===== src/rtl/apb2axi_wdata_packer_pkg.sv =====
// rtl/apb2axi_wdata_packer_pkg.sv - shared types and widths for the APB-to-AXI write data packer
package apb2axi_wdata_packer_pkg;

  localparam int APB_DATA_W             = 32;
  localparam int AXI_DATA_W             = 64;
  localparam int TAG_W                  = 4;
  localparam int MAX_BEATS_NUM          = 16;
  localparam int APB_WORDS_PER_AXI_BEAT = AXI_DATA_W / APB_DATA_W;
  localparam int WD_STRB_W              = APB_DATA_W / 8;
  localparam int AXI_STRB_W             = AXI_DATA_W / 8;

  typedef enum logic [1:0] {
    ST_IDLE,
    ST_COLLECT,
    ST_PUSH
  } packer_state_e;

  typedef struct packed {
    logic [TAG_W-1:0]      tag;
    logic [AXI_DATA_W-1:0] data;
    logic                  last;
    logic [AXI_STRB_W-1:0] wstrb;
  } wr_entry_t;

  localparam int DATA_ENTRY_W = $bits(wr_entry_t);

endpackage


===== src/rtl/apb2axi_wdata_packer_if.sv =====
// rtl/apb2axi_wdata_packer_if.sv - start, APB word, write-entry and status signals of the packer
interface apb2axi_wdata_packer_if;
  import apb2axi_wdata_packer_pkg::*;

  logic                  start_valid;
  logic                  start_ready;
  logic [TAG_W-1:0]      start_tag;
  logic [7:0]            start_len;
  logic                  wd_valid;
  logic                  wd_ready;
  logic [APB_DATA_W-1:0] wd_data;
  logic [WD_STRB_W-1:0]  wd_strb;
  logic                  wr_valid;
  logic                  wr_ready;
  wr_entry_t             wr_entry;
  logic                  abort;
  logic                  busy;
  logic                  done;
  logic                  len_err;

  modport slave (
    input  start_valid, start_tag, start_len, wd_valid, wd_data, wd_strb, wr_ready, abort,
    output start_ready, wd_ready, wr_valid, wr_entry, busy, done, len_err
  );

  modport master (
    output start_valid, start_tag, start_len, wd_valid, wd_data, wd_strb, wr_ready, abort,
    input  start_ready, wd_ready, wr_valid, wr_entry, busy, done, len_err
  );

endinterface


===== src/rtl/apb2axi_wdata_packer.sv =====
// rtl/apb2axi_wdata_packer.sv - packs 32-bit APB write words into 64-bit AXI W-channel entries
module apb2axi_wdata_packer
  import apb2axi_wdata_packer_pkg::*;
(
  input  logic                   pclk,
  input  logic                   presetn,
  apb2axi_wdata_packer_if.slave  bus
);

  localparam int WIDX_W = (APB_WORDS_PER_AXI_BEAT > 1) ? $clog2(APB_WORDS_PER_AXI_BEAT) : 1;

  packer_state_e         state;
  logic [TAG_W-1:0]      tag_q;
  logic [8:0]            beats_total;
  logic [8:0]            beat_cnt;
  logic [WIDX_W-1:0]     word_idx;
  logic [AXI_DATA_W-1:0] data_acc;
  logic [AXI_STRB_W-1:0] strb_acc;
  logic [AXI_DATA_W-1:0] data_ins;
  logic [AXI_STRB_W-1:0] strb_ins;
  wr_entry_t             entry_q;
  logic                  start_ready_q;
  logic                  wd_ready_q;
  logic                  wr_valid_q;
  logic                  busy_q;
  logic                  done_q;
  logic                  len_err_q;
  logic                  len_ok;
  logic                  last_word;
  logic                  beat_last;

  assign len_ok    = ({1'b0, bus.start_len} < 9'(MAX_BEATS_NUM));
  assign last_word = (word_idx == WIDX_W'(APB_WORDS_PER_AXI_BEAT - 1));
  assign beat_last = (beat_cnt == beats_total - 9'd1);

  // Word 0 lands in the low lane; the current word is merged into the accumulators
  always_comb begin
    data_ins = data_acc;
    strb_ins = strb_acc;
    data_ins[APB_DATA_W * int'(word_idx) +: APB_DATA_W] = bus.wd_data;
    strb_ins[WD_STRB_W * int'(word_idx) +: WD_STRB_W]   = bus.wd_strb;
  end

  always_ff @(posedge pclk) begin
    if (!presetn) begin
      state         <= ST_IDLE;
      tag_q         <= '0;
      beats_total   <= '0;
      beat_cnt      <= '0;
      word_idx      <= '0;
      data_acc      <= '0;
      strb_acc      <= '0;
      entry_q       <= '0;
      start_ready_q <= 1'b1;
      wd_ready_q    <= 1'b0;
      wr_valid_q    <= 1'b0;
      busy_q        <= 1'b0;
      done_q        <= 1'b0;
      len_err_q     <= 1'b0;
    end else begin
      done_q    <= 1'b0;
      len_err_q <= 1'b0;
      if (bus.abort && state != ST_IDLE) begin
        state         <= ST_IDLE;
        wr_valid_q    <= 1'b0;
        wd_ready_q    <= 1'b0;
        start_ready_q <= 1'b1;
        busy_q        <= 1'b0;
      end else begin
        case (state)
          ST_IDLE: begin
            if (bus.start_valid && !bus.abort) begin
              if (len_ok) begin
                tag_q         <= bus.start_tag;
                beats_total   <= {1'b0, bus.start_len} + 9'd1;
                beat_cnt      <= '0;
                word_idx      <= '0;
                data_acc      <= '0;
                strb_acc      <= '0;
                state         <= ST_COLLECT;
                wd_ready_q    <= 1'b1;
                start_ready_q <= 1'b0;
                busy_q        <= 1'b1;
              end else begin
                len_err_q <= 1'b1;
              end
            end
          end
          ST_COLLECT: begin
            if (bus.wd_valid) begin
              data_acc <= data_ins;
              strb_acc <= strb_ins;
              if (last_word) begin
                entry_q    <= '{tag: tag_q, data: data_ins, last: beat_last, wstrb: strb_ins};
                wr_valid_q <= 1'b1;
                wd_ready_q <= 1'b0;
                state      <= ST_PUSH;
              end else begin
                word_idx <= word_idx + WIDX_W'(1);
              end
            end
          end
          ST_PUSH: begin
            if (bus.wr_ready) begin
              wr_valid_q <= 1'b0;
              if (entry_q.last) begin
                state         <= ST_IDLE;
                done_q        <= 1'b1;
                start_ready_q <= 1'b1;
                busy_q        <= 1'b0;
              end else begin
                beat_cnt   <= beat_cnt + 9'd1;
                word_idx   <= '0;
                data_acc   <= '0;
                strb_acc   <= '0;
                state      <= ST_COLLECT;
                wd_ready_q <= 1'b1;
              end
            end
          end
          default: state <= ST_IDLE;
        endcase
      end
    end
  end

  assign bus.start_ready = start_ready_q;
  assign bus.wd_ready    = wd_ready_q;
  assign bus.wr_valid    = wr_valid_q;
  assign bus.wr_entry    = entry_q;
  assign bus.busy        = busy_q;
  assign bus.done        = done_q;
  assign bus.len_err     = len_err_q;

endmodule

===== src/flat_wrapper.sv =====
// flat-port wrapper written by rule: the top's interface ports become plain ports
module apb2axi_wdata_packer_flat import apb2axi_wdata_packer_pkg::*;
  (pclk, presetn, bus_start_valid, bus_start_tag, bus_start_len, bus_wd_valid, bus_wd_data, bus_wd_strb, bus_wr_ready, bus_abort, bus_start_ready, bus_wd_ready, bus_wr_valid, bus_wr_entry, bus_busy, bus_done, bus_len_err);
  apb2axi_wdata_packer_if bus_i ();
  input  logic pclk;
  input  logic presetn;
  input wire logic [$bits(bus_i.start_valid)-1:0] bus_start_valid;
  input wire logic [$bits(bus_i.start_tag)-1:0] bus_start_tag;
  input wire logic [$bits(bus_i.start_len)-1:0] bus_start_len;
  input wire logic [$bits(bus_i.wd_valid)-1:0] bus_wd_valid;
  input wire logic [$bits(bus_i.wd_data)-1:0] bus_wd_data;
  input wire logic [$bits(bus_i.wd_strb)-1:0] bus_wd_strb;
  input wire logic [$bits(bus_i.wr_ready)-1:0] bus_wr_ready;
  input wire logic [$bits(bus_i.abort)-1:0] bus_abort;
  output wire logic [$bits(bus_i.start_ready)-1:0] bus_start_ready;
  output wire logic [$bits(bus_i.wd_ready)-1:0] bus_wd_ready;
  output wire logic [$bits(bus_i.wr_valid)-1:0] bus_wr_valid;
  output wire logic [$bits(bus_i.wr_entry)-1:0] bus_wr_entry;
  output wire logic [$bits(bus_i.busy)-1:0] bus_busy;
  output wire logic [$bits(bus_i.done)-1:0] bus_done;
  output wire logic [$bits(bus_i.len_err)-1:0] bus_len_err;
  assign bus_i.start_valid = bus_start_valid;
  assign bus_i.start_tag = bus_start_tag;
  assign bus_i.start_len = bus_start_len;
  assign bus_i.wd_valid = bus_wd_valid;
  assign bus_i.wd_data = bus_wd_data;
  assign bus_i.wd_strb = bus_wd_strb;
  assign bus_i.wr_ready = bus_wr_ready;
  assign bus_i.abort = bus_abort;
  assign bus_start_ready = bus_i.start_ready;
  assign bus_wd_ready = bus_i.wd_ready;
  assign bus_wr_valid = bus_i.wr_valid;
  assign bus_wr_entry = bus_i.wr_entry;
  assign bus_busy = bus_i.busy;
  assign bus_done = bus_i.done;
  assign bus_len_err = bus_i.len_err;
  apb2axi_wdata_packer u_core (.pclk(pclk), .presetn(presetn), .bus(bus_i));
endmodule

===== config.mk =====
export PLATFORM = sky130hd
export DESIGN_NAME = apb2axi_wdata_packer_flat
export DESIGN_NICKNAME = d
export VERILOG_FILES = /design/src/rtl/apb2axi_wdata_packer_pkg.sv /design/src/rtl/apb2axi_wdata_packer_if.sv /design/src/rtl/apb2axi_wdata_packer.sv /design/src/flat_wrapper.sv
export SDC_FILE = /design/constraint.sdc
export NUM_CORES = 1
export LEC_CHECK = 0
export ABC_AREA = 1
export CORE_MARGIN = 2
export CORE_UTILIZATION = 50
export DETAILED_ROUTE_END_ITERATION = 8
export GPL_ROUTABILITY_DRIVEN = 0
export PLACE_DENSITY = 0.72
export SLEW_MARGIN = 15
export SYNTH_ARGS = -nofsm -noshare
export SYNTH_HDL_FRONTEND = slang
export SYNTH_SLANG_ARGS = --single-unit
export TNS_END_PERCENT = 5

===== constraint.sdc =====
create_clock -name pclk -period 1.9 [get_ports pclk]
set_input_delay 0.285 -clock pclk [delete_from_list [all_inputs] [get_ports pclk]]
set_output_delay 0.285 -clock pclk [all_outputs]
set_load 0.1 [all_outputs]

* Word-level counts from Yosys, hierarchy flattened
Index checks and enable logic that the tools add are counted. W data, S select, Z words.
Word-level totals: register bits 180, output and inout port bits 83, word-level logic and storage cells 115
Cells by class: add/subtract/negate cells 6, order comparisons 1, equal/unequal tests 10, shift-type cells 4, mux-type cells 52, bitwise operators 6, reductions and logical operators 19
Operators by type and width (count):
- $mux W64 | 5
- $pmux W64 S3 | 1
- $bwmux W64 | 1
- $shift A32 B33 Y64 const A | 1
- $shiftx A32 B33 Y64 | 1
- $mux W8 | 5
- $mux W9 | 4
- $neg A3 Y33 | 1
- $neg A6 Y33 | 1
- $shift A4 B33 Y8 const A | 1
- $shiftx A4 B33 Y8 | 1
- $pmux W8 S3 | 1
- $mux W1 | 22
- $pmux W9 S2 | 1
- $reduce_and A7 Y1 | 2
- $reduce_and A4 Y1 | 3
- $mux W2 | 5
- $reduce_and A5 Y1 | 2
- $add A8 B1 Y9 const B | 1
- $add A9 B1 Y9 const B | 1
- $eq A9 B9 Y1 | 1
- $sub A9 B1 Y9 const B | 1
- $bwmux W8 | 1
- $lt A8 B5 Y1 const B | 1
- 17 further kinds | 34

* Depth between registers and ports, before layout
depth after elaboration 5, gate-level depth with buffers 12, mapped depth without buffers 12

* Worst setup path before layout
No wires, ideal clock.
path type reg2reg, start point reg u_core.entry_q (netlist bit u_core.bus.wr_entry[8]), end point reg u_core.word_idx, in the netlist u_core.last_word, setup time 0.070 ns, data arrival time 1.883 ns, required time 1.830 ns, slack -0.054 ns, cell stages (with the launch flop) 9, buffers on the path 2, clock period less this slack 1.954 ns, path through dfxtp_1 > inv_1 > a21oi_1 > nor2_1 > nand3_2 > buf_4 > buf_2 > nand2_1 > a21oi_1
Between the ends: longest elaborated chain between the ends 2
Ends and longest elaborated chain:
- start: declaration | RTL line apb2axi_wdata_packer.sv:21 | wr_entry_t entry_q;
- start signal: assignment | RTL line apb2axi_wdata_packer.sv:94 | entry_q <= '{tag: tag_q, data: data_ins, last: beat_last, wstrb: strb_ins};
- $ne A2 B2 Y1 (no line)
- $reduce_and A7 Y1 (no line)
- end signal: assignment | RTL line apb2axi_wdata_packer.sv:99 | word_idx <= word_idx + WIDX_W'(1);
- end: declaration | RTL line apb2axi_wdata_packer.sv:16 | logic [WIDX_W-1:0] word_idx;
Every way passes these cells. A chain may end at the register's enable or synchronous reset.

* Worst setup path in the final report
start point reg u_core.beats_total[0], end point reg u_core.entry_q (netlist bit u_core.bus.wr_entry[8])
Between the ends: longest elaborated chain between the ends 2
Ends and longest elaborated chain:
- start: declaration | RTL line apb2axi_wdata_packer.sv:14 | logic [8:0] beats_total;
- start signal: assignment | RTL line apb2axi_wdata_packer.sv:75 | beats_total <= {1'b0, bus.start_len} + 9'd1;
- $sub A9 B1 Y9 | RTL line apb2axi_wdata_packer.sv:34 | assign beat_last = (beat_cnt == beats_total - 9'd1);
- $eq A9 B9 Y1 | RTL line apb2axi_wdata_packer.sv:34
Every way passes these cells.

==> flow_summary.ini <==
[detailed_routing]
vias_per_cell = 5.21
first_pass_iters = 5
wl_per_cell_um = 13.5
via_count = 7381
drc_errors = 0
routed_wl_mm = 19.1
drtAntennaViolNets = 0
drt_iter0_drc = 617

[global_routing]
grt_use_total_pct = 23.5
grt_pass1_wl_mm = 31.3
overflow = 0
antenna_found_initial = 0
grt_pass1_vias = 6580
grt_start_max_net_pins = 146

[yosys]
syn_inst = 1110
synth_top_family_by_area = simple AND/OR/NAND/NOR gates
synth-simple-area-share_pct = 27.1
synthTopCellsByArea = dfxtp_1 47%, nand2_1 15%, a21oi_1 13%
muxShareOfSynthArea_pct = 0
ys_warn_count = 0
synth_area_leader_cell = dfxtp_1
yosysUniqueCellTypes = 26
synth_area_per_cell_um2 = 6.97
synth-seq-cells = 180
syn_area_um2 = 7730
syn_nets = 1167
synth-main-ff-cell = dfxtp_1
synth_fa_ha_area_share_pct = 0.486
synth-compound-area-share_pct = 16.6
yosys.area.top_type_share_pct = 46.6
synth_edf_count = 0
yosysSeqAreaShare_pct = 46.6
synthXorXnorAreaFrac_pct = 0.906
yosysMostFrequentCell = nand2_1
synthArstFlopShare_pct = 0
netlist_top_cells_count = 318 x nand2_1, 198 x a21oi_1, 180 x dfxtp_1

[power_and_ir_drop]
p_leak_nw = 3.69
powerDensity_nw_per_um2 = 841
power.total_mw = 8.14
ir_drop_uv = 703

[critical_path]
cp.arrival_ns = 2.03
critPathKind = reg -> reg
cp-end-kind = flop
startpoint_type = flop
crit_path_max_fanout = 4
required_ns = 2.26

[floorplan]
chipWidth_um = 128
io_pins = 137
start_util_pct = 51.0
die-area_um2 = 16500
die_y_um = 128
rows = 45
coreArea_um2 = 15100

[sta]
setup_violations = 0
hold_viol_final = 0
min_period_ns = 1.68
skew_ns = 0.00857
max_freq_ghz = 0.596
worst_slew_pin_slew_ns = 0.553
rsz0062_at_grt = no
setup_tns_ns = 0
slew_viol_final = 0
max_slew_margin_pct = 63.1
fin_worst_hold_slack_ns = 0.459
post-route-period-util_pct = 88.4
setup_slack_ns = 0.221

[flow_run]
maxCapViolations = 0

[clock_network]
clock_sinks = 180
cts_max_path_buffers = 2
worstSkewPairLatency_ns = 0.43
hold_buffers = 0
worst_setup_hold_path_clk_slew_ns = 0.06
cts-buffers-inserted = 17
cts_htree_levels = 4
cts_tree = built
root_buffer = clkbuf_16

[worst_hold_path]
hold_path.class = reg -> reg

[place]
place.detailed.hpwl_mm = 12.3
post-place-cells = 1384
dpl-instance-area_um2 = 9080
pre_cts_ws_ns = -0.127
port-buffer-count = 136

[cells_and_area]
insertedDiodeCount = 0
synthToLayoutAreaGrowth_pct = 25.1
utilization_pct = 63.9
final_nets = 1272
final_layout_size_suffix_gt1_share_pct = 12.5
fin_cells = 1416
final_area_um2 = 9670

[run_status]
status = completed
worst max-delay path, stage by stage, from the launching register on:
cell     delay (ns)
dfxtp_1        0.39
inv_1          0.10
ha_1           0.30
inv_1          0.04
nand2_1        0.05
nand2_1        0.04
nor2_1         0.10
nand2_1        0.07
nor2_1         0.11
nand2_1        0.07
nor2_1         0.09
nand3_1        0.11
a21oi_1        0.13
layout by cell type, fill, tap and decap left out:
| cell | synthesis | final |
|---|---|---|
| nand3b_1 | 1 | 1 |
| dfxtp_4 | 0 | 1 |
| inv_1 | 69 | 67 |
| o21ai_1 | 3 | 3 |
| xnor2_1 | 3 | 3 |
| a211oi_1 | 2 | 2 |
| ha_1 | 3 | 3 |
| nand3_1 | 90 | 90 |
| clkinvlp_4 | 0 | 1 |
| clkdlybuf4s50_1 | 0 | 53 |
| inv_4 | 0 | 1 |
| xor2_1 | 5 | 5 |
| nand2_2 | 1 | 1 |
| nand3_2 | 1 | 1 |
| o21ai_0 | 52 | 52 |
| nor3_1 | 8 | 8 |
| clkinv_4 | 0 | 4 |
| clkbuf_1 | 40 | 1 |
| buf_12 | 0 | 10 |
| bufinv_16 | 0 | 1 |
| nor2_1 | 87 | 87 |
| dfxtp_1 | 180 | 178 |
| inv_2 | 5 | 6 |
| clkinv_2 | 1 | 4 |
| clkbuf_8 | 0 | 3 |
| a21oi_1 | 198 | 198 |
| nor3_4 | 1 | 1 |
| nor2_2 | 2 | 2 |
| clkbuf_16 | 0 | 18 |
| nand4_1 | 5 | 5 |
| buf_4 | 1 | 97 |
| buf_6 | 7 | 1 |
| dfxtp_2 | 0 | 1 |
| nand2_1 | 318 | 318 |
| inv_6 | 0 | 1 |
cell type report:
type	instances	area, um^2
repair buffers	161	1470
clock inverters	10	96.3
clock buffers	22	495
flip-flops and latches	180	3610
fillers	1401	5470
well taps	188	235
inverters	75	285
multi-input cells	780	3480
cells by family (layout without fill, tap and decap cells):
| family | after synthesis | in the layout |
|---|---|---|
| flops | 180 | 180 |
| buf+inv | 150 | 268 |
| fa+ha+maj | 3 | 3 |
| compound gates | 255 | 255 |
| simple gates | 514 | 514 |
| xor+xnor | 8 | 8 |
path summary, 6_finish.rpt:
path	from	to	slack, ns	cells after the start
setup / recovery	u_core.beats_total[0]	u_core.bus.wr_entry[8]	0.22	12
hold reg to reg	u_core.bus.wr_entry[58]	u_core.bus.wr_entry[58]	0.46	2
setup reg to reg	u_core.beats_total[0]	u_core.bus.wr_entry[8]	0.22	12
hold / removal	u_core.bus.wr_entry[58]	u_core.bus.wr_entry[58]	0.46	2
state kept, by name (all words and copies together) (netlist names), 2 cells and up:
register             flops
u_core.data_acc         64
u_core.strb_acc          8
u_core.state             2
u_core.beat_cnt          9
u_core.tag_q             4
u_core.bus.wr_entry     77
u_core.beats_total       9
power by group:
group / switching (mW) / internal, mW / total (mW)
Sequential: 0.0191 / 3.80 / 3.82
Combinational: 0.546 / 0.285 / 0.831
Clock: 1.49 / 2.00 / 3.49
Total: 2.06 / 6.08 / 8.14
routing by layer:
metal,up-vias,wire [um],share of wire (%),GRT usage [%]
met3,25,849,4.5,5.32
li1,3813,-,-,-
met5,-,0,0,0
met4,0,315,1.7,6.79
met2,179,8960,47,38.2
met1,3364,8950,47,31.4
repair_timing:
action,4_1_cts,5_1_grt
endpoints found under the hold margin,0,0
endpoints found under the setup margin,0,9
setup buffers,0,0
gates resized for setup,0,1
Note: power is estimated with default switching activity, not from simulation.
